<file path="config.mk">
export PLATFORM = sky130hd
export DESIGN_NAME = rr_encoder_arbiter_flat
export DESIGN_NICKNAME = d
export VERILOG_FILES = /design/src/rtl/rr_encoder_arbiter_if.sv /design/src/rtl/rr_encoder_arbiter.sv /design/src/flat_wrapper.sv
export SDC_FILE = /design/constraint.sdc
export NUM_CORES = 1
export LEC_CHECK = 0
export CORE_MARGIN = 8
export CORE_UTILIZATION = 40
export DETAILED_ROUTE_END_ITERATION = 8
export DONT_BUFFER_PORTS = 1
export SETUP_SLACK_MARGIN = 0.02
export SLEW_MARGIN = 5
export SYNTH_ARGS = -nofsm -noshare
export SYNTH_HDL_FRONTEND = slang
export SYNTH_SLANG_ARGS = --single-unit
</file>
<file path="constraint.sdc">
create_clock -name clk -period 5.06 [get_ports clk]
set_clock_uncertainty 0.1 [all_clocks]
set_input_delay 1.012 -clock clk [delete_from_list [all_inputs] [get_ports clk]]
set_output_delay 1.012 -clock clk [all_outputs]
set_load 0.1 [all_outputs]
</file>
<file path="src/rtl/rr_encoder_arbiter_if.sv">
// Request/grant bundle between requesters and the round-robin encoder arbiter.
// The arbiter side uses the slave modport; the requester side uses the master modport.
interface rr_encoder_arbiter_if #(
  parameter int unsigned IDX_W = 3
);
  localparam int unsigned N = 1 << IDX_W;

  logic [N-1:0]     req;
  logic [N-1:0]     grant;
  logic [IDX_W-1:0] grant_idx;
  logic             grant_valid;
  logic             timeout;

  modport master (
    output req,
    input  grant, grant_idx, grant_valid, timeout
  );

  modport slave (
    input  req,
    output grant, grant_idx, grant_valid, timeout
  );
endinterface

</file>
<file path="src/rtl/rr_encoder_arbiter.sv">
// Non-preemptive round-robin arbiter over 2**IDX_W requesters with a binary-encoded grant index.
// Optional forced release after MAX_HOLD cycles is enabled by defining ARB_TIMEOUT_EN.
module rr_encoder_arbiter #(
  parameter int unsigned IDX_W    = 3,
  parameter int unsigned MAX_HOLD = 16
) (
  input  logic                 clk,
  input  logic                 rst,
  rr_encoder_arbiter_if.slave  bus
);
  localparam int unsigned N = 1 << IDX_W;

  typedef enum logic {IDLE, GRANT} state_t;

  if (MAX_HOLD < 2) begin : g_bad_max_hold
    $error("rr_encoder_arbiter: MAX_HOLD must be at least 2");
  end

  state_t           state, state_nxt;
  logic [N-1:0]     grant, grant_nxt;
  logic [IDX_W-1:0] grant_idx, grant_idx_nxt;
  logic             grant_valid, grant_valid_nxt;
  logic [IDX_W-1:0] ptr, ptr_nxt;

  logic [IDX_W-1:0] arb_base;
  logic [N-1:0]     arb_req;
  logic             win_found;
  logic [IDX_W-1:0] win_idx;
  logic             owner_req;
  logic             force_rel;
  logic             release_now;

  assign owner_req = bus.req[grant_idx];

`ifdef ARB_TIMEOUT_EN
  localparam int unsigned CNT_W = $clog2(MAX_HOLD) + 1;

  logic [CNT_W-1:0] hold_cnt, hold_cnt_nxt;
  logic             timeout, timeout_nxt;

  assign force_rel = (state == GRANT) && owner_req && (hold_cnt == CNT_W'(MAX_HOLD - 1));

  // Counts cycles the current owner has held the grant; cleared on every new grant.
  always_comb begin
    hold_cnt_nxt = '0;
    timeout_nxt  = force_rel;
    if (state == GRANT && !release_now) begin
      hold_cnt_nxt = (hold_cnt == {CNT_W{1'b1}}) ? hold_cnt : CNT_W'(hold_cnt + 1'b1);
    end
  end

  always_ff @(posedge clk or posedge rst) begin
    if (rst) begin
      hold_cnt <= '0;
      timeout  <= 1'b0;
    end else begin
      hold_cnt <= hold_cnt_nxt;
      timeout  <= timeout_nxt;
    end
  end

  assign bus.timeout = timeout;
`else
  assign force_rel   = 1'b0;
  assign bus.timeout = 1'b0;
`endif

  assign release_now = (state == GRANT) && (!owner_req || force_rel);

  // On release the search starts just past the owner; a forced release also masks the owner.
  assign arb_base = (state == GRANT) ? IDX_W'(grant_idx + 1'b1) : ptr;
  assign arb_req  = force_rel ? (bus.req & ~grant) : bus.req;

  // Circular priority search from arb_base; descending loop lets the nearest request win.
  always_comb begin
    win_idx   = '0;
    win_found = |arb_req;
    for (int i = int'(N) - 1; i >= 0; i--) begin
      if (arb_req[IDX_W'(arb_base + IDX_W'(i))]) begin
        win_idx = IDX_W'(arb_base + IDX_W'(i));
      end
    end
  end

  always_comb begin
    state_nxt       = state;
    grant_nxt       = grant;
    grant_idx_nxt   = grant_idx;
    grant_valid_nxt = grant_valid;
    ptr_nxt         = ptr;
    case (state)
      IDLE: begin
        if (win_found) begin
          state_nxt       = GRANT;
          grant_nxt       = N'(1) << win_idx;
          grant_idx_nxt   = win_idx;
          grant_valid_nxt = 1'b1;
        end
      end
      GRANT: begin
        if (release_now) begin
          ptr_nxt = IDX_W'(grant_idx + 1'b1);
          if (win_found) begin
            grant_nxt       = N'(1) << win_idx;
            grant_idx_nxt   = win_idx;
            grant_valid_nxt = 1'b1;
          end else begin
            state_nxt       = IDLE;
            grant_nxt       = '0;
            grant_idx_nxt   = '0;
            grant_valid_nxt = 1'b0;
          end
        end
      end
      default: state_nxt = IDLE;
    endcase
  end

  always_ff @(posedge clk or posedge rst) begin
    if (rst) begin
      state       <= IDLE;
      grant       <= '0;
      grant_idx   <= '0;
      grant_valid <= 1'b0;
      ptr         <= '0;
    end else begin
      state       <= state_nxt;
      grant       <= grant_nxt;
      grant_idx   <= grant_idx_nxt;
      grant_valid <= grant_valid_nxt;
      ptr         <= ptr_nxt;
    end
  end

  assign bus.grant       = grant;
  assign bus.grant_idx   = grant_idx;
  assign bus.grant_valid = grant_valid;
endmodule
</file>
<file path="src/flat_wrapper.sv">
// flat-port wrapper written by rule: the top's interface ports become plain ports
module rr_encoder_arbiter_flat 
#(
  parameter int unsigned IDX_W    = 3,
  parameter int unsigned MAX_HOLD = 16
)
  (clk, rst, bus_req, bus_grant, bus_grant_idx, bus_grant_valid, bus_timeout);
  rr_encoder_arbiter_if #(.IDX_W(IDX_W)) bus_i ();
  input  logic clk;
  input  logic rst;
  input wire logic [$bits(bus_i.req)-1:0] bus_req;
  output wire logic [$bits(bus_i.grant)-1:0] bus_grant;
  output wire logic [$bits(bus_i.grant_idx)-1:0] bus_grant_idx;
  output wire logic [$bits(bus_i.grant_valid)-1:0] bus_grant_valid;
  output wire logic [$bits(bus_i.timeout)-1:0] bus_timeout;
  assign bus_i.req = bus_req;
  assign bus_grant = bus_i.grant;
  assign bus_grant_idx = bus_i.grant_idx;
  assign bus_grant_valid = bus_i.grant_valid;
  assign bus_timeout = bus_i.timeout;
  rr_encoder_arbiter #(.IDX_W(IDX_W), .MAX_HOLD(MAX_HOLD)) u_core (.clk(clk), .rst(rst), .bus(bus_i));
endmodule
</file>
==> flow_summary.json, run 1 <==
{
  "status": "finished clean",
  "fin_setup_tns_ns": 0,
  "synth_top_flop_cell": "dfrtp_1",
  "synth.top_cell.area_share_pct": 21.7,
  "cts-resized-gates": 0,
  "post_drt_wl_per_cell_um": 21.3,
  "fin_crit_ns": 4.04,
  "min_from": "u_core.ptr[2]",
  "slew_headroom_pct": 15.1,
  "hp-class": "reg2reg",
  "fin_nets": 199,
  "dp_hpwl_um": 3980,
  "ant_nets": 0,
  "dr.pass1.iters": 4,
  "fin_hold_ws_ns": 0.440,
  "die_area_um2": 7040,
  "grt_use_met1_pct": 16.6,
  "postCtsSetupBuffers": 0,
  "tightest_slew_ns": 1.26,
  "syn-instance-count": 190,
  "finalHoldViolCount": 0,
  "busiest_layer": "met2",
  "diodes": 0,
  "grt_setup_unrepaired": "false",
  "synth.avg_cell_area_um2": 9.70,
  "gp_congestion": 0.942,
  "min_to": "u_core.ptr[2]",
  "start_util_pct": 42.0,
  "drc_errors": 0,
  "clkLatencyLatePin_ns": 0.25,
  "max_freq_mhz": 248,
  "slew_viol_final": 0,
  "clk_path_buf_depth": 2,
  "ctsHoldBuffers": 0,
  "clk_pin_slew_ns": 0.06,
  "arrival_ns": 4.07,
  "ios": 23,
  "synth_area_um2": 1840,
  "synth-warning-count": 0,
  "finalCritPeriodShare_pct": 79.8,
  "ys_seq_area_share_pct": 21.7,
  "cap_violations": 0,
  "cts_sinks": 16,
  "cts_tree": "built",
  "yosys_register_bits": 16,
  "synth_top_area_cell": "dfrtp_1",
  "die_w_um": 83.9,
  "rrSetupSlack_ns": 1.02,
  "vias_per_cell": 6.86,
  "grt_pass1_wl_um": 8080,
  "synth_area_leaders": "dfrtp_1, mux4_2, mux2i_1",
  "crit_type": "reg2reg",
  "drt_first_iter_violations": 126,
  "r2r-end": "u_core.bus.grant[7]",
  "area_growth_pct": 3.87,
  "wl_um": 5040,
  "fin_cells": 237,
  "overflow": 0,
  "layout-drive-gt1-share_pct": 21.6,
  "async_flop_share_pct": 100,
  "grtUsageMet3_pct": 3.81,
  "grt_max_degree": 17,
  "setup_viol": 0,
  "r2r_cells": 11,
  "row_count": 24,
  "core_area_um2": 4380,
  "syn_nets": 203,
  "antenna_found_initial": 0,
  "synth_cell_types": 61,
  "use_met2_pct": 22.1,
  "place_inst": 233,
  "synth_edf_count": 0,
  "rr_startpoint": "u_core.state",
  "cts_root_buf": "clkbuf_8",
  "cp_max_fo": 13,
  "critPathLaunchType": "flop",
  "die_h_um": 83.9,
  "h-tree-depth": 1,
  "required_ns": 5.09,
  "cts_buffers": 3,
  "track_usage_pct": 13.7,
  "grt_pass1_vias": 1581,
  "whs_path_depth": 2,
  "num_vias": 1627,
  "portBuffers": 0,
  "worst_setup_path_end_kind": "flop"
}
==> worst max-delay path, stage by stage, from the launching register on <==
cell     delay, ns
dfrtp_1       0.55
or2_4         0.34
nand2_2       0.26
inv_2         0.22
ha_1          0.57
mux2_2        0.37
o21ai_0       0.34
o22ai_1       0.17
o31ai_1       0.35
o21ai_0       0.15
and2_1        0.23
a32o_1        0.27
==> placed cells by master, fill, tap and decap left out, types with 2 or more instances in the layout <==
master,instances
a211o_1,3
a211oi_1,3
a21o_1,5
a21oi_1,8
a22o_1,3
a22oi_1,2
a32o_1,8
and2_1,7
and3_1,2
and3b_1,2
buf_4,3
clkbuf_8,4
dfrtp_1,16
ha_1,3
inv_1,6
mux2_2,3
mux2i_1,11
mux2i_2,2
mux4_2,10
nand2_1,14
nand2_2,3
nand3_1,5
nand3b_1,2
nor2_1,5
nor3_1,5
nor4_1,3
o211a_1,3
o211ai_1,2
o21ai_0,10
xnor2_2,3
==> Yosys cell counts, types with 2 or more instances <==
cell      instances
mux2i_1          11
nand3_1           5
nand2_1          14
nor3_1            5
mux2_2            3
a211oi_1          3
nand3b_1          2
and3_1            2
buf_4             4
a22o_1            3
o21ai_0          10
a21oi_1           8
and3b_1           2
a22oi_1           2
o211ai_1          2
a32o_1            8
clkbuf_1          4
nand2_2           3
nor2_1            5
and2_1            7
ha_1              3
a211o_1           3
dfrtp_1          16
xnor2_2           3
a21o_1            5
buf_2             3
mux4_2           10
mux2i_2           2
inv_1             6
o211a_1           3
nor4_1            3
==> flip-flops by register name, summed over array words and instances (netlist names) <==
name	cells
u_core.bus.grant_valid	1
u_core.bus.grant	8
u_core.ptr	3
u_core.state	1
u_core.bus.grant_idx	3
==> cell families after synthesis <==
kind of cell    synth area share, %
mux                            21.5
fa+ha+maj                      2.04
buf+inv                        5.50
other cells                   0.203
simple gates                   16.9
flops                          21.7
xor+xnor                       5.09
compound gates                 27.0
==> layer usage <==
| metal | wire (µm) | up-vias |
|---|---|---|
| met5 | 0 | - |
| li1 | - | 730 |
| met2 | 2330 | 87 |
| met1 | 2070 | 796 |
| met3 | 519 | 14 |
| met4 | 123 | 0 |
==> worst max-delay path by stage <==
stage                                       start  slack, ns  depth (start not counted)             endpoint
after floorplan           u_core.bus.grant_idx[1]       0.98                         13  u_core.bus.grant[4]
after global placement               u_core.state       1.20                         11  u_core.bus.grant[4]
after detailed placement  u_core.bus.grant_idx[0]       1.11                         12  u_core.bus.grant[7]
after CTS                 u_core.bus.grant_idx[0]       1.08                         12  u_core.bus.grant[7]
after global routing      u_core.bus.grant_idx[0]       0.82                         12  u_core.bus.grant[7]
final                                u_core.state       1.02                         11  u_core.bus.grant[7]
==> through the flow <==
step	utilization, %	instance area, µm²	worst slack, ns
floorplan	-	1840	0.977
global route	43.7	1910	0.821
finish	43.7	1910	1.02
CTS	43.7	1910	1.08
detailed placement	42.4	1860	1.11
global placement	42.4	1860	1.20
==> final cells by class <==
class | instances | area, µm²
clock buffer | 4 | 55.1
tap | 52 | 65.1
timing repair buffer | 3 | 22.5
sequential | 16 | 400
fill | 424 | 2470
multi-input combinational | 154 | 1340
inverter | 8 | 30.0
Power of run 1 is not shown: default switching activity piles up to over one toggle a cycle in this logic, so the estimate is an artifact.
==> run 2, diff against run 1 <==
==> constraint.sdc (replaced) <==
create_clock -name clk -period 3.5 [get_ports clk]
set_clock_uncertainty 0.1 [all_clocks]
set_input_delay 0.7 -clock clk [delete_from_list [all_inputs] [get_ports clk]]
set_output_delay 0.7 -clock clk [all_outputs]
set_load 0.1 [all_outputs]
==> flow_summary.json, run 2 (synthesis results as in run 1) <==
{
  "status": "finished clean",
  "dp_hpwl_um": 4270,
  "rrSetupSlack_ns": 0.14,
  "place_inst": 244,
  "tightest_slew_ns": 1.23,
  "r2r-end": "u_core.bus.grant[6]",
  "fin_nets": 211,
  "rr_startpoint": "u_core.bus.grant_idx[0]",
  "finalHoldViolCount": 0,
  "grt_max_degree": 17,
  "diodes": 0,
  "hp-class": "in2async",
  "post-route-util_pct": 46.5,
  "drc_errors": 0,
  "layout-drive-gt1-share_pct": 31.0,
  "place_area_um2": 1970,
  "antenna_found_initial": 0,
  "die_w_um": 83.9,
  "crit_chain": "ha_4, mux2_2, clkinv_2, ha_2, inv_2, xnor2_4, mux4_2, buf_4, a2111oi_4, and3b_2, a32o_1",
  "mostFrequentLayoutCell": "buf_4",
  "top_register": "u_core.bus.grant",
  "clk_pin_slew_ns": 0.07,
  "gp_congestion": 0.896,
  "cp_max_fo": 5,
  "worst_setup_path_end_kind": "flop",
  "grt_pass1_vias": 1706,
  "dr.pass1.iters": 4,
  "cpPeakStageDelay_ns": 0.58,
  "fin_crit_ns": 3.36,
  "area_growth_pct": 10.7,
  "vias_per_cell": 6.57,
  "required_ns": 3.53,
  "setup_viol": 0,
  "row_count": 24,
  "path_buf_inv": 3,
  "critPathLaunchType": "flop",
  "cts_sinks": 16,
  "grt_pass1_wl_um": 8970,
  "max_freq_mhz": 298,
  "fin_setup_tns_ns": 0,
  "drt_first_iter_violations": 116,
  "track_usage_pct": 15.1,
  "finalCritPeriodShare_pct": 95.9,
  "largest_reg_flops": 8,
  "die_area_um2": 7040,
  "finalInstanceArea_um2": 2040,
  "post_drt_wl_per_cell_um": 21.7,
  "cts_buffers": 3,
  "r2r_cells": 11,
  "ios": 23,
  "start_util_pct": 42.0,
  "fin_cells": 249,
  "grt_setup_unrepaired": "true",
  "cts_tree": "built",
  "die_h_um": 83.9,
  "reg_top3": "u_core.bus.grant (8), u_core.bus.grant_idx (3), u_core.ptr (3)",
  "cap_violations": 0,
  "clkLatencyLatePin_ns": 0.25,
  "wl_um": 5410,
  "critPathTopFamily": "multiplexers",
  "h-tree-depth": 1,
  "n_fill_cell": 422,
  "arrival_ns": 3.39,
  "cts_root_buf": "clkbuf_8",
  "overflow": 0,
  "final_cell_mix": "buf_4, nand2_1, dfrtp_1",
  "crit_type": "reg2reg",
  "slew_viol_final": 0,
  "num_vias": 1637,
  "core_area_um2": 4380,
  "clk_path_buf_depth": 2,
  "cpMaxStageDelayCell": "mux4_2",
  "ant_nets": 0,
  "portBuffers": 0,
  "slew_headroom_pct": 16.9
}
==> run 2: how the worst max path moves through the flow <==
stage	to	start	depth (start not counted)
global placement	u_core.bus.grant[4]	u_core.bus.grant_idx[0]	11
floorplan	u_core.bus.grant[2]	u_core.bus.grant_idx[1]	12
finish	u_core.bus.grant[6]	u_core.bus.grant_idx[0]	11
CTS	u_core.bus.grant[6]	u_core.bus.grant_idx[0]	12
global route	u_core.bus.grant[6]	u_core.bus.grant_idx[0]	11
detailed placement	u_core.bus.grant[3]	u_core.bus.grant_idx[0]	12
==> run 2: cell type report <==
class / instances / area, µm² / area share (%)
multi-input cells: 154 / 1380 / 67.6
flip-flops and latches: 16 / 408 / 20.0
repair buffers: 15 / 113 / 5.52
well taps: 52 / 65.1 / 3.19
clock buffers: 4 / 45.0 / 2.21
inverters: 8 / 31.3 / 1.53
==> run 2: through the flow <==
| step | setup WS [ns] | hold WS (ns) |
|---|---|---|
| final | 0.142 | 0.298 |
| after global placement | 0.215 | 0.384 |
| after CTS | 0.109 | 0.322 |
| after detailed placement | 0.139 | 0.414 |
| after global routing | 0.0177 | 0.358 |
| after floorplan | 0.0317 | 0.370 |
==> run 2: repair_timing <==
action                                  in CTS  in global routing
setup buffers                                0                  1
hold endpoints to repair                     0                  0
hold buffers                                 0                  0
gates resized for setup                      0                  6
endpoints found under the setup margin       0                  9
==> run 2: per-layer routing <==
| layer | track usage (%) | part of all wire (%) |
|---|---|---|
| met1 | 19.2 | 44 |
| met2 | 24.8 | 47 |
| met3 | 4.79 | 8.5 |
| met4 | 1.57 | 0.54 |
| met5 | 0 | 0 |
Power of run 2 is left out for the same reason.
==> run 3, diff against run 2 <==
--- a/config.mk
+++ b/config.mk
@@ -9,8 +9,10 @@
 export CORE_UTILIZATION = 40
 export DETAILED_ROUTE_END_ITERATION = 8
 export DONT_BUFFER_PORTS = 1
+export HOLD_SLACK_MARGIN = 0.02
 export SETUP_SLACK_MARGIN = 0.02
 export SLEW_MARGIN = 5
 export SYNTH_ARGS = -nofsm -noshare
 export SYNTH_HDL_FRONTEND = slang
 export SYNTH_SLANG_ARGS = --single-unit
+export TNS_END_PERCENT = 20
==> flow_summary.json, run 3 (synthesis results as in run 1) <==
{
  "track_usage_pct": 13.9,
  "largest_reg_flops": 8,
  "die_h_um": 83.9,
  "max_freq_mhz": 296,
  "row_count": 24,
  "cp_max_fo": 13,
  "fin_crit_ns": 3.38,
  "vias_per_cell": 6.68,
  "fin_nets": 213,
  "drc_errors": 0,
  "setup_viol": 0,
  "finalCritPeriodShare_pct": 96.5,
  "drt_first_iter_violations": 120,
  "core_area_um2": 4380,
  "clkLatencyLatePin_ns": 0.25,
  "crit_chain": "ha_4, mux2_2, buf_4, ha_4, mux4_2, o2bb2ai_1, a211o_1, o211a_1, o211ai_1, inv_1, a32o_1",
  "cts_tree": "built",
  "fin_hold_ws_ns": 0.295,
  "num_vias": 1677,
  "place_inst": 245,
  "dp_hpwl_um": 4160,
  "antenna_found_initial": 0,
  "slew_viol_final": 0,
  "grt_pass1_wl_um": 8230,
  "ant_nets": 0,
  "start_util_pct": 42.0,
  "mostFrequentLayoutCell": "buf_4",
  "cpMaxStageDelayCell": "dfrtp_4",
  "clk_pin_slew_ns": 0.07,
  "overflow": 0,
  "grt_max_degree": 17,
  "cts_sinks": 16,
  "cap_violations": 0,
  "tightest_slew_ns": 1.21,
  "slew_headroom_pct": 18.4,
  "grt_pass1_vias": 1661,
  "worst_setup_path_end_kind": "flop",
  "n_fill_cell": 412,
  "die_w_um": 83.9,
  "clk_path_buf_depth": 2,
  "die_area_um2": 7040,
  "required_ns": 3.53,
  "critPathLaunchType": "flop",
  "dr.pass1.iters": 4,
  "cp_common_cell": "ha_4",
  "diodes": 0,
  "final_cell_mix": "buf_4, nand2_1, dfrtp_1",
  "portBuffers": 0,
  "area_growth_pct": 11.9,
  "ios": 23,
  "status": "finished clean",
  "cts_root_buf": "clkbuf_8",
  "grt_setup_unrepaired": "true",
  "cts_buffers": 3,
  "crit_type": "reg2reg",
  "h-tree-depth": 1,
  "wl_um": 5240,
  "post-route-util_pct": 47.0,
  "top_register": "u_core.bus.grant",
  "post_drt_wl_per_cell_um": 20.9,
  "arrival_ns": 3.41,
  "reg_top3": "u_core.bus.grant (8), u_core.bus.grant_idx (3), u_core.ptr (3)",
  "layout-drive-gt1-share_pct": 30.2,
  "finalHoldViolCount": 0,
  "fin_setup_tns_ns": 0,
  "gp_congestion": 0.959,
  "fin_cells": 251,
  "cpPeakStageDelay_ns": 0.49,
  "hp-class": "in2async",
  "ctsHoldBuffers": 0
}
run 3: final cells by class:
type	count	area [µm²]	share of cell area, %
multi-input combinational	154	1390	67.2
sequential	16	408	19.8
timing repair buffer	17	128	6.19
tap	52	65.1	3.16
clock buffer	4	45.0	2.18
inverter	8	31.3	1.52
run 3: worst paths after layout:
| path | from | end | slack [ns] | depth (start not counted) |
|---|---|---|---|---|
| worst max-delay path | u_core.bus.grant_idx[0] | u_core.bus.grant[2] | 0.12 | 11 |
| worst min-delay path | rst | u_core.bus.grant_idx[2] | 0.30 | 1 |
| worst max register to register | u_core.bus.grant_idx[0] | u_core.bus.grant[2] | 0.12 | 11 |
| worst min register to register | u_core.ptr[2] | u_core.ptr[2] | 0.43 | 2 |
| max in group asynchronous | rst | u_core.bus.grant_idx[0] | 2.56 | 1 |
| min in group clk | u_core.ptr[2] | u_core.ptr[2] | 0.43 | 2 |
run 3: critical path, delay by kind of cell (launching register included):
kind	cells	cell delay, ns
flops	1	0.49
mux	2	0.66
buf+inv	2	0.32
fa+ha+maj	2	0.61
compound gates	5	1.08
run 3: per-layer routing:
metal | global-route usage (%) | share of wire, %
met5 | 0 | 0
met4 | 1.73 | 0.27
met2 | 22.8 | 47
met1 | 17.6 | 42
met3 | 4.59 | 11
run 3: stage by stage:
stage / instance area, µm² / setup WS, ns
5_1_grt: 2060 / 0.0154
4_1_cts: 2030 / 0.107
3_5_place_dp: 1970 / 0.0143
2_1_floorplan: 1870 / 0.00769
3_3_place_gp: 1970 / 0.0413
6_report: 2060 / 0.122
run 3: timing repair:
item                                    4_1_cts  5_1_grt
endpoints found under the setup margin        4        8
buffers inserted                              0        2
pin swaps                                     0        1
gates resized for setup                       1        3
Power of run 3 is left out for the same reason.
